## src/rtl/shift_sequencer_pkg.sv

```systemverilog
`default_nettype none
// ============================================================================
// Module   : shift_sequencer_pkg
// Purpose  : Shared constants for the multi-cycle right-shift unit.
//            - Operand and shift-amount widths.
//            - FSM state encodings.
//            - A helper that applies sign fill to the result of a logical
//              one-bit shift.
// Revision : 1.0 - initial release
// ============================================================================
package shift_sequencer_pkg;

    // The operand width is fixed at 8 to match the one-bit shift stage.
    localparam int WIDTH = 8;
    // The maximum shift is 2**AMT_W-1 positions.
    localparam int AMT_W = 3;

    // FSM state encodings. The value 2'd3 is unused and recovers to IDLE.
    localparam logic [1:0] ST_IDLE  = 2'd0;
    localparam logic [1:0] ST_SHIFT = 2'd1;
    localparam logic [1:0] ST_DONE  = 2'd2;

    // The counter value at which the current SHIFT cycle is the final one.
    localparam logic [AMT_W-1:0] C_CNT_LAST = AMT_W'(1);

    // The shift stage always brings in a zero at the MSB. When sign fill is
    // selected, that MSB is replaced by the MSB of the operand before the
    // shift.
    function automatic logic [WIDTH-1:0] fill_msb(
        input logic [WIDTH-1:0] shifted,
        input logic             sign,
        input logic             old_msb
    );
        return {(sign ? old_msb : shifted[WIDTH-1]), shifted[WIDTH-2:0]};
    endfunction

endpackage
`default_nettype wire

```

## src/rtl/shift_sequencer_shift_right.sv

```systemverilog
`default_nettype none
// ============================================================================
// Module   : shift_sequencer_shift_right
// Purpose  : A purely combinational single-bit logical right shift.
//            A zero enters at the MSB.
// Ports    : i_data  in   WIDTH  operand
//            o_data  out  WIDTH  operand >> 1
// Revision : 1.0 - initial release
// ============================================================================
module shift_sequencer_shift_right #(
    parameter int WIDTH = 8
) (
    input  logic [WIDTH-1:0] i_data,
    output logic [WIDTH-1:0] o_data
);

    assign o_data = {1'b0, i_data[WIDTH-1:1]};

endmodule
`default_nettype wire

```

## src/rtl/shift_sequencer.sv

```systemverilog
`default_nettype none
// ============================================================================
// Module   : shift_sequencer
// Purpose  : A multi-cycle right shifter for an 8-bit operand.
//            - Shifts by 0..7 positions, one position per clock.
//            - The fill is either logical (zero) or arithmetic (sign).
//            - The control unit drives it through a start/busy/done handshake.
// Ports    : clk       in   1      rising-edge clock
//            rst_n     in   1      asynchronous active-low reset
//            start     in   1      request, sampled only in IDLE
//            data_in   in   WIDTH  operand, captured on accepted start
//            amount    in   AMT_W  shift count, captured on accepted start
//            arith     in   1      1 = sign fill, 0 = zero fill
//            busy      out  1      high while shifting
//            done      out  1      one-cycle completion pulse
//            data_out  out  WIDTH  result, held until the next result
//            carry_out out  1      last bit shifted out (0 for amount 0)
// Revision : 1.0 - initial release
// ============================================================================
module shift_sequencer
    import shift_sequencer_pkg::*;
(
    input  logic             clk,
    input  logic             rst_n,
    input  logic             start,
    input  logic [WIDTH-1:0] data_in,
    input  logic [AMT_W-1:0] amount,
    input  logic             arith,
    output logic             busy,
    output logic             done,
    output logic [WIDTH-1:0] data_out,
    output logic             carry_out
);

    logic [1:0]       r_state;
    logic [1:0]       w_state_nxt;
    logic [WIDTH-1:0] r_work;
    logic [AMT_W-1:0] r_cnt;
    logic             r_sign;
    logic             r_busy;
    logic             r_done;
    logic [WIDTH-1:0] r_data_out;
    logic             r_carry;
    logic [WIDTH-1:0] w_sr_out;
    logic [WIDTH-1:0] w_shifted;
    logic             w_accept;
    logic             w_last_shift;

    // Single-bit logical shift stage. Sign fill is layered on its MSB below.
    shift_sequencer_shift_right #(
        .WIDTH (WIDTH)
    ) u_shift_right (
        .i_data (r_work),
        .o_data (w_sr_out)
    );

    assign w_shifted    = fill_msb(w_sr_out, r_sign, r_work[WIDTH-1]);
    assign w_accept     = (r_state == ST_IDLE) && start;
    assign w_last_shift = (r_state == ST_SHIFT) && (r_cnt == C_CNT_LAST);

    // ------------------------------------------------------------------
    // FSM: state register
    // ------------------------------------------------------------------
    always_ff @(posedge clk or negedge rst_n) begin
        if (!rst_n) begin
            r_state <= ST_IDLE;
        end else begin
            r_state <= w_state_nxt;
        end
    end

    // ------------------------------------------------------------------
    // FSM: next-state logic
    // ------------------------------------------------------------------
    always_comb begin
        w_state_nxt = r_state;
        case (r_state)
            ST_IDLE: begin
                if (start) begin
                    w_state_nxt = (amount != '0) ? ST_SHIFT : ST_DONE;
                end
            end
            ST_SHIFT: begin
                if (r_cnt == C_CNT_LAST) begin
                    w_state_nxt = ST_DONE;
                end
            end
            ST_DONE: begin
                w_state_nxt = ST_IDLE;
            end
            default: begin
                w_state_nxt = ST_IDLE;
            end
        endcase
    end

    // ------------------------------------------------------------------
    // Datapath and registered outputs
    // ------------------------------------------------------------------
    always_ff @(posedge clk or negedge rst_n) begin
        if (!rst_n) begin
            r_work     <= '0;
            r_cnt      <= '0;
            r_sign     <= 1'b0;
            r_busy     <= 1'b0;
            r_done     <= 1'b0;
            r_data_out <= '0;
            r_carry    <= 1'b0;
        end else begin
            // busy tracks the state that is about to be entered, so the
            // output is high for exactly the cycles spent in SHIFT.
            r_busy <= (w_state_nxt == ST_SHIFT);
            // done is delayed one cycle after DONE. It pulses for one cycle,
            // and the IDLE cycle that follows can already accept a new start.
            r_done <= (r_state == ST_DONE);

            if (w_accept) begin
                r_work <= data_in;
                r_cnt  <= amount;
                r_sign <= arith;
                if (amount == '0) begin
                    r_data_out <= data_in;
                    r_carry    <= 1'b0;
                end
            end else if (r_state == ST_SHIFT) begin
                r_work  <= w_shifted;
                r_carry <= r_work[0];
                r_cnt   <= r_cnt - C_CNT_LAST;
                // data_out is written only on entry to DONE, so it holds the
                // previous result throughout the shift.
                if (w_last_shift) begin
                    r_data_out <= w_shifted;
                end
            end
        end
    end

    assign busy      = r_busy;
    assign done      = r_done;
    assign data_out  = r_data_out;
    assign carry_out = r_carry;

endmodule
`default_nettype wire

```

## config.mk

```make
export PLATFORM = sky130hd
export DESIGN_NAME = shift_sequencer
export DESIGN_NICKNAME = d
export VERILOG_FILES = /design/src/rtl/shift_sequencer_pkg.sv /design/src/rtl/shift_sequencer_shift_right.sv /design/src/rtl/shift_sequencer.sv
export SDC_FILE = /design/constraint.sdc
export NUM_CORES = 1
export LEC_CHECK = 0
export CAP_MARGIN = 20
export CELL_PAD_IN_SITES_DETAIL_PLACEMENT = 1
export CELL_PAD_IN_SITES_GLOBAL_PLACEMENT = 2
export CORE_UTILIZATION = 35
export DETAILED_ROUTE_END_ITERATION = 8
export GPL_TIMING_DRIVEN = 0
export PLACE_DENSITY = 0.93
export SYNTH_ARGS = -nofsm -noshare
export SYNTH_HDL_FRONTEND = slang
export SYNTH_HIERARCHICAL = 1
export SYNTH_SLANG_ARGS = --single-unit
```

## constraint.sdc

```tcl
create_clock -name clk -period 4 [get_ports clk]
set_input_delay 0.6 -clock clk [delete_from_list [all_inputs] [get_ports clk]]
set_output_delay 0.6 -clock clk [all_outputs]
set_load 0.02 [all_outputs]
```

# Word-level counts from Yosys, hierarchy flattened
# Index checks and enable logic that the tools add are counted.
[word_totals] word_cells=39 reg_bits=25 output_inout_bits=11 input_bits=15
[op_classes] n_addsub=1 reduce_logical=9 n_eq_ne=5 n_mux=16
[ops] cell="8-bit 2-to-1 mux" count=6
[ops] cell="2-bit 2-to-1 mux" count=3
[ops] cell="3-bit 2-to-1 mux" count=2
[ops] cell="2-bit by 1-bit equality test with 1-bit output, second input constant" count=2
[ops] cell="1-bit 2-to-1 mux" count=4
[ops] cell="2-bit case mux with 2 select lines" count=1
[ops] cell="2-bit nonzero test" count=2
[ops] cell="3-bit by 1-bit equality test with 1-bit output, second input constant" count=1
[ops] cell="3-bit logical NOT" count=1
[ops] cell="3-bit AND reduction" count=1
[ops] cell="3-bit nonzero test" count=1
[ops] cell="3-bit by 1-bit subtractor with 3-bit output, second input constant" count=1
[ops] cell="2-bit equality test, second input constant" count=1
[ops] cell="1-bit logical AND" count=2
[ops] cell="2-bit logical NOT" count=1
[ops] cell="2-bit by 1-bit != test with 1-bit output, second input constant" count=1
[ops] cell="2-bit AND reduction" count=1

# Depth between registers and ports, before layout
# Gate-level depths: netlist (run 1).
[depth] ltp_word=5 depth_mapped=5 depth_no_buf=5

# Modules after synthesis
# The synthesis (run 1) kept the hierarchy.
[modules_own_cells] mod="shift_sequencer" n_inst=1 area_per_inst_um2=1242.4 cells_each=104 seq_area_each_um2=625.6
[modules_own_cells] mod="shift_sequencer_shift_right" n_inst=1 area_per_inst_um2=63.8 cells_each=9 seq_area_each_um2=0.0

# Worst setup path before layout (run 1)
# OpenSTA, ideal clock, no wires.
[synth_path] path_kind="input to register" startpoint="in start" endpoint="reg r_data_out[0], in the netlist data_out[0]" setup_time_ns=0.125 cell_stages=4 slack_ns=2.375 t_required_ns=3.875 path_buffers=1 arrival_ns=1.499 path_cell_list="nor3b_2 > buf_6 > mux2_1 > mux2_4"
[synth_via] elab_chain_len=3 word_cells_on_any_way=6 cone_classes="eq/ne: 1; mux: 1; reduce/logical: 4"
[synth_rtl] element="start, declared" line="shift_sequencer.sv:25" rtl="input logic start,"
[synth_rtl] element="1-bit logical AND *" line="shift_sequencer.sv:58" rtl="assign w_accept = (r_state == ST_IDLE) && start;"
[synth_rtl] element="2-bit by 1-bit != test with 1-bit output (no line) / 2-bit nonzero test (equally long branches)"
[synth_rtl] element="3-bit AND reduction (no line)"
[synth_rtl] element="end signal, assigned" line="shift_sequencer.sv:122" rtl="r_data_out <= data_in;"
[synth_rtl] element="end signal, assigned" line="shift_sequencer.sv:132" rtl="r_data_out <= w_shifted;"
[synth_rtl] element="end, declared" line="shift_sequencer.sv:42" rtl="logic [WIDTH-1:0] r_data_out;"
# Every way passes the cells marked *; elsewhere a longest branch is shown, timed or not.
# A chain may end at the register's enable or synchronous reset.

# Worst setup path in the final report (run 1)
[layout_path] startpoint="in start" endpoint="reg r_data_out[3], in the netlist data_out[3]"
# Same word-level chain as after synthesis.

==> run_results.csv, run 1 <==
group,metric,value,unit
critical_path,cpPeakStageDelay,0.57,ns
cells_and_area,final-seq-area,625.6,µm²
critical_path,critPathMaxFanout,10,
critical_path,slowest_stage,"clkdlybuf4s50_1",
grt,use_met2,26.34,%
critical_path,crit_path_end_kind,"flip-flop",
grt,grt-ovfl-total,0,
logic_synthesis,synth-seq-cells,25,
cells_and_area,n_antenna_cell,0,
routing,wire_per_inst,14.98,µm
cells_and_area,n_fill_cell,384,
routing,routed_wl,2831,µm
critical_path,r2r_slack,2.34,ns
critical_path,cp.required,4.16,ns
timing,skew,0.008600,ns
critical_path,path_cells,"clkdlybuf4s50_1 > nor3b_2 > buf_6 > mux2_1 > mux2_4",
cts,cts_resized,0,
status,outcome,"complete, no violations",
cts,clock-root-buffer,"clkbuf_8",
timing,fin_crit,2.083,ns
die,rows,21,
power,p_per_area,783.1,nW/µm²
cells_and_area,syn_to_final_growth,28.45,%
logic_synthesis,yosysWarnings,6,
routing,dr_total_vias,932,
timing,setup_viol,0,
logic_synthesis,syn_inst,113,
placement,place_hpwl,2110,µm
routing,drt_iter0_drc,19,
timing,rsz0062_at_grt,"no",
cts,cts_tree,"done",
die,die-area,3980,µm²
logic_synthesis,ys_seq_area_share,47.89,%
grt,grt_pass1_wl,4836,µm
grt,grtUsageMet3,2.717,%
critical_path,worst_setup_path_start_kind,"primary input",
routing,viasPerCell,4.931,
timing,tns,0,ns
timing,final_max_slew_viol_count,0,
grt,antenna_found_initial,0,
placement,routabilityCongestion,0.7810,
timing,max_freq,480.1,MHz
routing,dr.pass1.iters,4,
die,core,3442,µm²
cts,cts.clk_slew.worst_paths,0.10,ns
grt,grt_use_total,15.50,%
die,num_io_pins,26,
job,maxCapViolations,0,
cells_and_area,final_cells,189,
cts,cts_hold_buf,0,
cts,numCtsBuffers,3,
critical_path,worstSetupPathType,"in -> reg",
logic_synthesis,synth_cell_type_count,26,
routing,ant_nets,0,
logic_synthesis,synth_area,1306,µm²
grt,grt_pass1_vias,984,
logic_synthesis,synth_nets,130,
timing,hold_slack,0.4895,ns
min_path,hold_class,"reg -> reg",
power,vdd_drop_max,0.0003255,V
timing,period_share,52.07,%
cts,htreeDepth,1,
grt,grt_use_met1,20.39,%
logic_synthesis,synth-edff-count,0,
logic_synthesis,synth_ff_type,"dfrtp_1",
cells_and_area,multiInputGateArea,560.5,µm²
placement,io_buffers,25,
die,start_util,37.95,%
logic_synthesis,async_flop_share,100.0,%
cells_and_area,layout-drive-gt1-share,21.68,%
grt,grt_max_degree,21,
die,die_h,63.09,µm
die,die_x,63.09,µm
timing,hold_viol,0,
cts,clk_latency,0.27,ns
grt,busiest_layer,"met2",
cells_and_area,nets,161,
routing,drc,0,
logic_synthesis,avgSynthCellArea,11.56,µm²
cts,cts_buffer_depth,2,
placement,placedCellCount,185,
critical_path,arrival,2.24,ns
cts,cts.sinks,25,
cts,cts_setup_buffers,0,
power,leakagePower,0.7276,nW
layout by cell type, fill, tap and decap left out:
master and n:
buf_4 8, clkinvlp_4 1, o31a_1 1, clkbuf_8 3, conb_1 1, a311oi_1 2, mux2_2 3, inv_1 5
nand2_1 9, nor2b_1 4, nor3_1 1, o21bai_2 1, a32oi_1 1, o22ai_1 1, buf_8 1, mux2_4 8
o21ai_0 10, a21oi_1 5, nor3b_2 1, a32o_1 1, ha_1 2, clkdlybuf4s50_1 25, or3_1 1, mux2_1 8
a21boi_0 1, buf_6 2, dfrtp_1 25, clkbuf_1 1, a22oi_1 8, buf_2 3
final timing paths:
kind / start / to / cells after the start
min in group asynchronous: rst_n / data_out[4] / 1
worst min register to register: r_work[3] / r_work[3] / 2
worst max register to register: r_state[1] / data_out[3] / 4
worst max-delay path: start / data_out[3] / 5
worst min-delay path: r_work[3] / r_work[3] / 2
max in group asynchronous: rst_n / done / 2
kinds of logic after synthesis:
kind of cell	count (synthesis)	share of synthesized area [%]
DFF	25	47.89
adders and majority gates	2	1.915
other	1	0.2871
AOI/OAI and AO/OA	31	15.71
buffers and inverters	19	9.195
and+or+nand+nor	16	6.321
muxes	19	18.68
synth_stat cells, drive strengths merged, types with 2 or more instances:
| cell | count | area share, % |
|---|---|---|
| nand2 | 9 | 2.6 |
| a22oi | 8 | 4.6 |
| dfrtp | 25 | 48 |
| buf | 13 | 7.5 |
| nor2b | 4 | 1.9 |
| mux2 | 19 | 19 |
| inv | 5 | 1.4 |
| o21ai | 10 | 3.8 |
| ha | 2 | 1.9 |
| a311oi | 2 | 1.3 |
| a21oi | 5 | 1.9 |
area by class of cell:
type / instances / share of cell area (%)
plain buffers: 14 / 6.040
multi-input cells: 69 / 33.41
flip-flops and latches: 25 / 37.29
clock inverters: 1 / 0.4474
repair buffers: 26 / 15.81
clock buffers: 3 / 2.461
inverters: 5 / 1.119
well taps: 46 / 3.430
critical path: cells and delay by family:
kind	cells	cell delay (ns)
buffers and inverters	2	0.76
muxes	2	0.62
and+or+nand+nor	1	0.26
layer usage:
metal  part of all wire, %  wire [µm]  vias to the layer above
met5                     0          0                        -
met4                  0.71         20                        0
met3                   3.3         93                        2
met2                    50       1403                       17
met1                    46       1314                      464
li1                      -          -                      449
metrics by stage:
step / util [%] / worst slack, ns / area, µm² / power [mW]
floorplan: - / 2.375 / 1306 / 0.9420
global placement: 46.89 / 1.695 / 1614 / 1.144
detailed placement: 47.33 / 1.636 / 1629 / 1.173
CTS: 48.75 / 1.923 / 1678 / 1.330
global route: 48.75 / 1.881 / 1678 / 1.408
finish: 48.75 / 1.917 / 1678 / 1.314
report_power, final:
| group | total, mW | switching, mW | internal (mW) |
|---|---|---|---|
| Clock | 0.153 | 0.0829 | 0.0705 |
| Combinational | 0.716 | 0.332 | 0.384 |
| Sequential | 0.444 | 0.0705 | 0.374 |
| Total | 1.31 | 0.486 | 0.828 |
state kept, by name (all words and copies together) (netlist names):
name / count
busy: 1
carry_out: 1
data_out: 8
done: 1
r_cnt: 3
r_sign: 1
r_state: 2
r_work: 8
(Power assumes the default switching activity.)
==> run 2, diff against run 1 <==
--- a/config.mk
+++ b/config.mk
@@ -8,10 +8,10 @@
 export CAP_MARGIN = 20
 export CELL_PAD_IN_SITES_DETAIL_PLACEMENT = 1
 export CELL_PAD_IN_SITES_GLOBAL_PLACEMENT = 2
-export CORE_UTILIZATION = 35
+export CORE_UTILIZATION = 29
 export DETAILED_ROUTE_END_ITERATION = 8
 export GPL_TIMING_DRIVEN = 0
-export PLACE_DENSITY = 0.93
+export PLACE_DENSITY = 0.83
 export SYNTH_ARGS = -nofsm -noshare
 export SYNTH_HDL_FRONTEND = slang
 export SYNTH_HIERARCHICAL = 1
==> constraint.sdc (replaced) <==
create_clock -name clk -period 1.8 [get_ports clk]
set_input_delay 0.27 -clock clk [delete_from_list [all_inputs] [get_ports clk]]
set_output_delay 0.27 -clock clk [all_outputs]
set_load 0.02 [all_outputs]
==> run_results.csv, run 2 (same netlist as run 1, synthesis figures left out) <==
group,metric,value,unit
status,outcome,"complete, no violations",
critical_path,arrival,1.79,ns
placement,placedCellCount,191,
power,p_int,1.848,mW
routing,routed_wl,3025,µm
timing,worst_slack,0.1663,ns
cts,cts_buffer_depth,2,
routing,dr.pass1.iters,4,
grt,grt_max_degree,14,
timing,rsz0062_at_grt,"no",
timing,maxSlewHeadroom,60.29,%
routing,viasPerCell,4.867,
timing,skew,0.005038,ns
timing,setup_viol,0,
timing,final_max_slew_viol_count,0,
min_path,hold_class,"in -> async",
cells_and_area,n_antenna_cell,0,
die,num_io_pins,26,
power,seqPwrFrac,33.6,%
timing,tightest_slew,0.5937,ns
grt,grt_use_total,13.69,%
die,rows,24,
die,die_x,69.12,µm
routing,dr_total_vias,949,
cts,numCtsBuffers,3,
timing,period_share,90.76,%
cts,clock-root-buffer,"clkbuf_8",
grt,antenna_found_initial,0,
power,switchingPower,1.111,mW
critical_path,crit_path_end_kind,"flip-flop",
routing,drt_iter0_drc,67,
cells_and_area,layout-drive-gt1-share,20.98,%
power,vdd_drop_max,0.0005095,V
cts,clk_latency,0.27,ns
placement,place_hpwl,2201,µm
power,p_per_area,1751,nW/µm²
timing,max_freq,612.1,MHz
power,swShare,37.54,%
cells_and_area,fin_util,38.82,%
job,maxCapViolations,0,
grt,grt_pass1_vias,1064,
routing,wire_per_inst,15.51,µm
routing,ant_nets,0,
cts,cts.clk_slew.worst_paths,0.09,ns
die,start_util,30.00,%
cells_and_area,mostFrequentLayoutCell,"dfrtp_1",
cells_and_area,nets,161,
critical_path,critPathMaxFanout,10,
timing,fin_crit,1.634,ns
cells_and_area,syn_to_final_growth,29.41,%
die,core,4354,µm²
grt,grt_pass1_wl,5223,µm
cells_and_area,mostFrequentLayoutCells,"dfrtp_1 (25), clkdlybuf4s50_1 (24), o21ai_0 (10), nand2_1 (9)",
die,die-area,4777,µm²
cts,htreeDepth,1,
cts,cts_tree,"done",
die,die_h,69.12,µm
routing,drc,0,
power,leakagePower,0.7390,nW
power,p_total,2.959,mW
power,clockPowerShare,11.4,%
critical_path,worst_setup_path_start_kind,"flip-flop",
critical_path,worstSetupPathType,"reg -> reg",
cts,cts.sinks,25,
grt,grt-ovfl-total,0,
power,p_comb_share,55.0,%
placement,routabilityCongestion,0.7905,
critical_path,cp.required,1.96,ns
timing,hold_viol,0,
placement,io_buffers,25,
timing,tns,0,ns
cells_and_area,final_cells,195,
placement,pre_cts_slack,-0.2088,ns
==> run 2: cell types whose count changed in the layout (fill, tap and decap cells not counted), sizes merged <==
| cell | delta |
|---|---|
| clkbuf | +1 |
| clkdlybuf4s50 | -1 |
| clkinvlp | -1 |
| dlymetal6s2s | +1 |
==> run 2: layout make-up <==
cell class	instances	area, µm²
Buffer	14	101.3
Inverter	5	18.77
Sequential cell	25	625.6
Tap cell	52	65.06
Multi-Input combinational cell	69	566.8
Clock buffer	4	45.04
Fill cell	469	2664
Timing Repair Buffer	26	267.8
==> run 2: through the flow <==
step / area (µm²) / hold WS [ns]
floorplan: 1306 / -0.02559
global placement: 1622 / 0.4636
detailed placement: 1637 / 0.4826
CTS: 1682 / 0.3958
global route: 1690 / 0.4193
finish: 1690 / 0.3717
==> run 2: critical path, cell delays in order, from the launching register on <==
cell	delay (ns)
dfrtp_1	0.49
nor3b_4	0.25
buf_6	0.19
mux2_1	0.34
mux2_4	0.26
==> run 2: worst paths after layout <==
check / cells past startpoint / endpoint / slack, ns / startpoint
max: 4 / data_out[5] / 0.17 / r_state[1]
min reg2reg: 2 / r_work[1] / 0.50 / r_work[1]
min in group clk: 2 / r_work[1] / 0.50 / r_work[1]
max reg2reg: 4 / data_out[5] / 0.17 / r_state[1]
max in group asynchronous: 2 / r_work[4] / 0.93 / rst_n
min: 1 / busy / 0.37 / rst_n
==> run 2: power groups by stage <==
stage          clock network, mW  logic [mW]  registers (mW)
2_1_floorplan                  0       0.994            1.10
3_3_place_gp                   0        1.58           0.986
3_5_place_dp                   0        1.63           0.999
4_1_cts                    0.346        1.64           0.991
5_1_grt                    0.370        1.78            1.04
6_report                   0.336        1.63           0.994
==> run 2: timing repair <==
action,in CTS,in global routing
endpoints found under the setup margin,0,5
buffers inserted,0,0
resized for setup,0,2
hold buffers,0,0
==> run 2: metal layers <==
| layer | part of all wire [%] | track usage (%) | routed length (µm) |
|---|---|---|---|
| met1 | 46 | 19.51 | 1395 |
| met2 | 50 | 20.82 | 1509 |
| met3 | 2.6 | 2.339 | 80 |
| met4 | 1.3 | 4.989 | 40 |
| met5 | 0 | 0 | 0 |
==> run 3, diff against run 2 <==
==> constraint.sdc (replaced) <==
create_clock -name clk -period 1.5 [get_ports clk]
set_input_delay 0.225 -clock clk [delete_from_list [all_inputs] [get_ports clk]]
set_output_delay 0.225 -clock clk [all_outputs]
set_load 0.02 [all_outputs]
==> run_results.csv, run 3 (same netlist as run 1, synthesis figures left out) <==
group,metric,value,unit
status,outcome,"finished, violations left",
status,violations,"negative setup slack",
routing,wl_met2,1542,µm
critical_path,worst_setup_path_start_kind,"flip-flop",
timing,period_share,103.7,%
timing,worst_slack,-0.05596,ns
routing,viasPerCell,4.899,
cts,cts.sinks,25,
cts,cts.clk_slew.worst_paths,0.09,ns
die,die-area,4777,µm²
timing,tightest_slew,0.5947,ns
timing,skew,0.004380,ns
min_path,hold_class,"in -> async",
cells_and_area,mostFrequentLayoutCells,"dfrtp_1 (24), clkdlybuf4s50_1 (19), buf_4 (11), mux2_4 (10), o21ai_0 (10)",
cts,numCtsBuffers,3,
power,vdd_drop_max,0.0005565,V
grt,grt_pass1_vias,1091,
routing,dr_total_vias,970,
power,p_per_area,2086,nW/µm²
routing,dr_wl_met3,85,µm
cells_and_area,nets,164,
timing,hold_viol,0,
cells_and_area,design_area,1733,µm²
timing,fin_crit,1.556,ns
cells_and_area,layout-drive-gt1-share,24.66,%
critical_path,reg2reg_depth,4,
timing,final_max_slew_viol_count,0,
cells_and_area,syn_to_final_growth,32.66,%
die,start_util,30.00,%
placement,io_buffers,25,
timing,setup_viol,8,
grt,antenna_found_initial,0,
cells_and_area,mostFrequentLayoutCell,"dfrtp_1",
critical_path,critPathMaxFanout,10,
grt,grt_max_degree,14,
die,die_x,69.12,µm
cts,clk_latency,0.26,ns
die,die_h,69.12,µm
grt,grt-ovfl-total,0,
routing,wire_per_inst,15.29,µm
critical_path,cp.required,1.65,ns
critical_path,arrival,1.71,ns
cts,htreeDepth,1,
cts,cts_buffer_depth,2,
placement,place_hpwl,2201,µm
placement,placedCellCount,191,
grt,grt_use_total,14.04,%
cts,clock-root-buffer,"clkbuf_8",
cells_and_area,n_antenna_cell,0,
timing,max_freq,642.7,MHz
grt,grt_pass1_wl,5340,µm
routing,routed_wl,3027,µm
critical_path,worstSetupPathType,"reg -> reg",
critical_path,crit_path_end_kind,"flip-flop",
timing,rsz0062_at_grt,"yes",
routing,dr.pass1.iters,4,
die,core,4354,µm²
die,num_io_pins,26,
cells_and_area,fin_util,39.80,%
routing,drc,0,
cells_and_area,final_cells,198,
die,rows,24,
timing,tns,-0.3936,ns
routing,ant_nets,0,
cells_and_area,n_fill_cell,470,
cts,cts_tree,"done",
routing,drt_iter0_drc,47,
power,leakagePower,0.8104,nW
routing,top_layer_used,"met4",
timing,maxSlewHeadroom,60.23,%
placement,placed_cell_area,1637,µm²
timing,hold_slack,0.3296,ns
routing,wl_met1,1372,µm
job,maxCapViolations,0,
placement,routabilityCongestion,0.7905,
[run 3: changes by cell type in the layout (fill, tap and decap cells not counted)]
cell,delta
buf_4,+3
dlymetal6s2s_1,+4
mux2_4,+2
dfrtp_1,-1
buf_2,-1
dlygate4sd2_1,+1
clkdlybuf4s50_1,-5
mux2_1,-2
clkbuf_4,+1
dfrtp_2,+1
[run 3: metal layers]
layer	GRT usage [%]	up-vias
li1	-	461
met5	0	-
met3	2.339	2
met1	19.33	493
met4	4.762	0
met2	22.33	14
[run 3: path summary, 6_finish.rpt]
check	startpoint	end	slack [ns]
worst min-delay path	rst_n	busy	0.33
max in group asynchronous	rst_n	r_state[1]	0.65
worst max register to register	r_state[1]	data_out[7]	-0.06
min in group clk	r_work[2]	r_work[2]	0.50
worst min register to register	r_work[2]	r_work[2]	0.50
worst max-delay path	r_state[1]	data_out[7]	-0.06
[run 3: timing repair]
item                       in CTS  in global routing
buffers inserted                3                  0
setup endpoints to repair       8                 15
hold buffers                    0                  0
resized for setup               5                  6
[run 3: worst max-delay path: stages, from the launching register on]
cell and delay (ns):
dfrtp_2 0.45, nor3b_4 0.22, buf_6 0.19, mux2_1 0.33
mux2_4 0.26
[run 3: cell type report]
class                   instances  area [µm²]  area share [%]
repair buffers                 29       299.0           17.26
inverters                       5       18.77           1.083
clock buffers                   4       45.04           2.599
multi-input cells              69       574.3           33.14
plain buffers                  14       103.9           5.993
well taps                      52       65.06           3.755
flip-flops and latches         25       626.9           36.17
[run 3: power by group]
| part | internal, mW | switching (mW) | total (mW) |
|---|---|---|---|
| clock network | 0.190 | 0.211 | 0.401 |
| registers | 1.00 | 0.182 | 1.18 |
| logic | 1.09 | 0.947 | 2.03 |
| total | 2.27 | 1.34 | 3.61 |
[run 3: per-stage QoR]
| step | power [mW] | setup slack (ns) |
|---|---|---|
| after floorplan | 2.512 | 0.004247 |
| after global placement | 3.078 | -0.4512 |
| after detailed placement | 3.158 | -0.4638 |
| after CTS | 3.669 | -0.06750 |
| after global routing | 3.901 | -0.1303 |
| final | 3.615 | -0.05596 |
==> variant, RTL diff (config.mk and constraints of run 3) <==
Add an input register stage for `start`, `data_in`, `amount` and `arith`, cleared by the reset; this delays them by one clock. Comments in the files are not updated.
--- a/src/rtl/shift_sequencer.sv
+++ b/src/rtl/shift_sequencer.sv
@@ -32,6 +32,25 @@
     output logic             carry_out
 );
 
+    logic start_q;
+    logic [WIDTH-1:0] data_q;
+    logic [AMT_W-1:0] amount_q;
+    logic arith_q;
+
+    always_ff @(posedge clk or negedge rst_n) begin
+        if (!rst_n) begin
+            start_q  <= '0;
+            data_q   <= '0;
+            amount_q <= '0;
+            arith_q  <= '0;
+        end else begin
+            start_q  <= start;
+            data_q   <= data_in;
+            amount_q <= amount;
+            arith_q  <= arith;
+        end
+    end
+
     logic [1:0]       r_state;
     logic [1:0]       w_state_nxt;
     logic [WIDTH-1:0] r_work;
@@ -55,7 +74,7 @@
     );
 
     assign w_shifted    = fill_msb(w_sr_out, r_sign, r_work[WIDTH-1]);
-    assign w_accept     = (r_state == ST_IDLE) && start;
+    assign w_accept     = (r_state == ST_IDLE) && start_q;
     assign w_last_shift = (r_state == ST_SHIFT) && (r_cnt == C_CNT_LAST);
 
     // ------------------------------------------------------------------
@@ -76,8 +95,8 @@
         w_state_nxt = r_state;
         case (r_state)
             ST_IDLE: begin
-                if (start) begin
-                    w_state_nxt = (amount != '0) ? ST_SHIFT : ST_DONE;
+                if (start_q) begin
+                    w_state_nxt = (amount_q != '0) ? ST_SHIFT : ST_DONE;
                 end
             end
             ST_SHIFT: begin
@@ -115,11 +134,11 @@
             r_done <= (r_state == ST_DONE);
 
             if (w_accept) begin
-                r_work <= data_in;
-                r_cnt  <= amount;
-                r_sign <= arith;
-                if (amount == '0) begin
-                    r_data_out <= data_in;
+                r_work <= data_q;
+                r_cnt  <= amount_q;
+                r_sign <= arith_q;
+                if (amount_q == '0) begin
+                    r_data_out <= data_q;
                     r_carry    <= 1'b0;
                 end
             end else if (r_state == ST_SHIFT) begin
Formal check against the unedited RTL: not equivalent (Yosys sat finds a counterexample within 4 cycles, from zero or initial values and one cycle with rst_n low).
==> variant against run 3 <==
The flow still finishes with violations (negative setup slack). Design area is 25% higher. Largest cell class unchanged. Highest routed layer unchanged. Sequential power is 30% higher. Wire length rose by 12%. Sequential share of layout area is 7.8 points higher. Synthesized area is 22% higher. Sequential cell count rose by 13. First-iteration DRC count is 11% lower. Largest power group unchanged. Non-clock buffer count rose by 5. Hold slack lost 0.30 ns. Setup slack lost 0.16 ns. Die area is 22% higher. Power up 17%.
==> variant: results (changes against run 3) <==
CTS
  – Clk root buf: clkbuf_8 (unchanged)
  – Worst-case clock buffer depth: 2 (unchanged)
  – CTS buffer count: 5 (was 3)
  – Reg clk slew, reported paths: about 0.080 ns
  – H-tree levels: 2 (was 1)
  – Worst skew pair latency: 0.29 ns (was 0.26 ns)

Global route
  – Largest net degree at the start of global routing: 39 (was 14)
  – Global-route wire length before repair: 5.69 mm (was 5.34 mm)
  – Total global-route track usage: 0.127 (was 0.140)
  – Number of global-route vias before repair: 1220 (was 1091)

Synth
  – Post-synthesis mux area share: 0.127 (was 0.187)
  – Cells after synthesis: 125 (was 113)
  – Complex-gate fraction of the synthesized area: 0.130 (was 0.157)
  – Yosys Warn Count: 6 (unchanged)
  – Post-synth top cells: dfrtp_1, mux2_2, a22oi_1, o21ai_0, nand2_1 (was dfrtp_1, o21ai_0, nand2_1)
  – Post-synthesis sequential area ratio: 0.595 (was 0.479)
  – Synth area leaders: dfrtp_1, mux2_2, a22oi_1, buf_4, o21ai_0 (was dfrtp_1, mux2_4, mux2_1, a22oi_1, buf_4)
  – Post-synth net total: 142 (was 130)
  – Synth Area in Adders: 0.0157 (was 0.0192)
  – Post-synth EDFFs: 0 (unchanged)

Final layout
  – Final Non-Filler Cells: 236 (was 198)
  – Fraction of layout cells with a size suffix above 1: 0.313 (was 0.247)
  – Nets@finish: 182 (was 164)

Run status
  – Status: complete, but fails checks (unchanged)
  – Violated checks: negative setup slack (unchanged)

Placement
  – Gpl congestion: 0.740 (was 0.791)
  – HPWL after detailed placement: 2.19 mm (was 2.20 mm)
  – Placed Cells: 220 (was 191)

Hold path
  – Hold WC Path Type: input port to asynchronous set/reset pin (unchanged)

Pwr
  – Peak supply drop: 0.797 mV (was 0.557 mV)
  – Sw Pwr: 1440 uW (was 1340 uW)
  – Leakage power: 0.00103 uW (was 0.000810 uW)

Detailed routing
  – 1st-iter DRT viols: 42 (was 47)
  – Final antenna-violating net count: 0 (unchanged)
  – Mean routed wirelength per cell: 14.4 um (was 15.3 um)
  – Via density per instance: 4.58 (was 4.90)

STA
  – Fin Setup TNS: -1.67 ns (was -0.394 ns)
  – Final setup violation count: 8 (unchanged)
  – Slew margin rel.: 0.448 (was 0.602)
  – Fin worst setup slack: -0.220 ns (was -0.0560 ns)
  – Clock Skew: 0.0135 ns (was 0.00438 ns)

Critical path
  – Worst Path Max Fanout: 9 (was 10)
  – Crit path DAT: 1.89 ns (was 1.71 ns)
variant: what timing repair did:
action                                  4_1_cts  5_1_grt
pin swaps                                     1        1
endpoints found under the setup margin       20       25
setup buffers                                 1        6
cloned                                        0        1
gates resized for setup                       3       26
variant: power by group through the flow:
stage | sequential (uW) | combinational (uW) | clock, uW
6_report | 1530 | 2000 | 716
5_1_grt | 1570 | 2190 | 786
4_1_cts | 1520 | 1820 | 740
3_5_place_dp | 1540 | 1760 | 0
3_3_place_gp | 1520 | 1690 | 0
2_1_floorplan | 1660 | 1030 | 0
variant: critical path, cell delays in order (launching register included):
cell,delay [ns]
dfrtp_1,0.41
or3_4,0.43
o32ai_4,0.26
buf_12,0.18
mux2_2,0.33
variant: metrics by stage:
stage / worst slack (ns) / cell area, um^2 / hold slack (ns) / power, uW / util
3_5_place_dp: -0.369 / 1930 / 0.382 / 3300 / 0.371
6_report: -0.220 / 2160 / 0.0298 / 4240 / 0.415
5_1_grt: -0.263 / 2160 / 0.0920 / 4550 / 0.415
3_3_place_gp: -0.651 / 1940 / 0.462 / 3200 / 0.372
2_1_floorplan: -0.117 / 1600 / -0.0706 / 2690 / -
4_1_cts: -0.237 / 2050 / 0.0659 / 4080 / 0.394
variant: logic make-up (layout without fill, tap and decap cells):
logic type | count (synthesis) | count (layout)
simple gates | 18 | 18
buf+inv | 20 | 61
mux | 18 | 18
fa+ha+maj | 2 | 2
other cells | 1 | 1
compound gates | 28 | 28
flops | 38 | 38
variant: final timing paths:
path	from	end	slack (ns)	depth (start not counted)
worst min register to register	arith_q$_DFF_PN0_	r_sign$_DFFE_PN0P_	0.48	1
min in group clk	data_in[0]	data_q[0]$_DFF_PN0_	0.37	1
worst max register to register	amount_q[1]$_DFF_PN0_	data_out[7]$_DFFE_PN0P_	-0.22	4
worst min-delay path	rst_n	data_q[1]$_DFF_PN0_	0.03	1
worst max-delay path	amount_q[1]$_DFF_PN0_	data_out[7]$_DFFE_PN0P_	-0.22	4
max in group asynchronous	rst_n	r_work[6]$_DFFE_PN0P_	0.94	1
variant: cell type report:
| cell class | instances | area [um^2] |
|---|---|---|
| clock buffer | 7 | 86.3 |
| fill | 569 | 3040 |
| clock inverter | 1 | 5.00 |
| tap | 70 | 87.6 |
| multi-input combinational | 67 | 561 |
| sequential | 38 | 951 |
| buffer | 15 | 109 |
| inverter | 5 | 18.8 |
| timing repair buffer | 33 | 343 |
variant: per-layer routing:
metal  vias to the layer above  part of all wire  track usage  routed length (um)
met3                         7             0.039       0.0335                 134
met4                         0             0.017       0.0577                  58
met2                        24              0.53        0.227                1790
met5                         -                 0            0                   0
met1                       544              0.42        0.139                1420
li1                        507                 -            -                   -
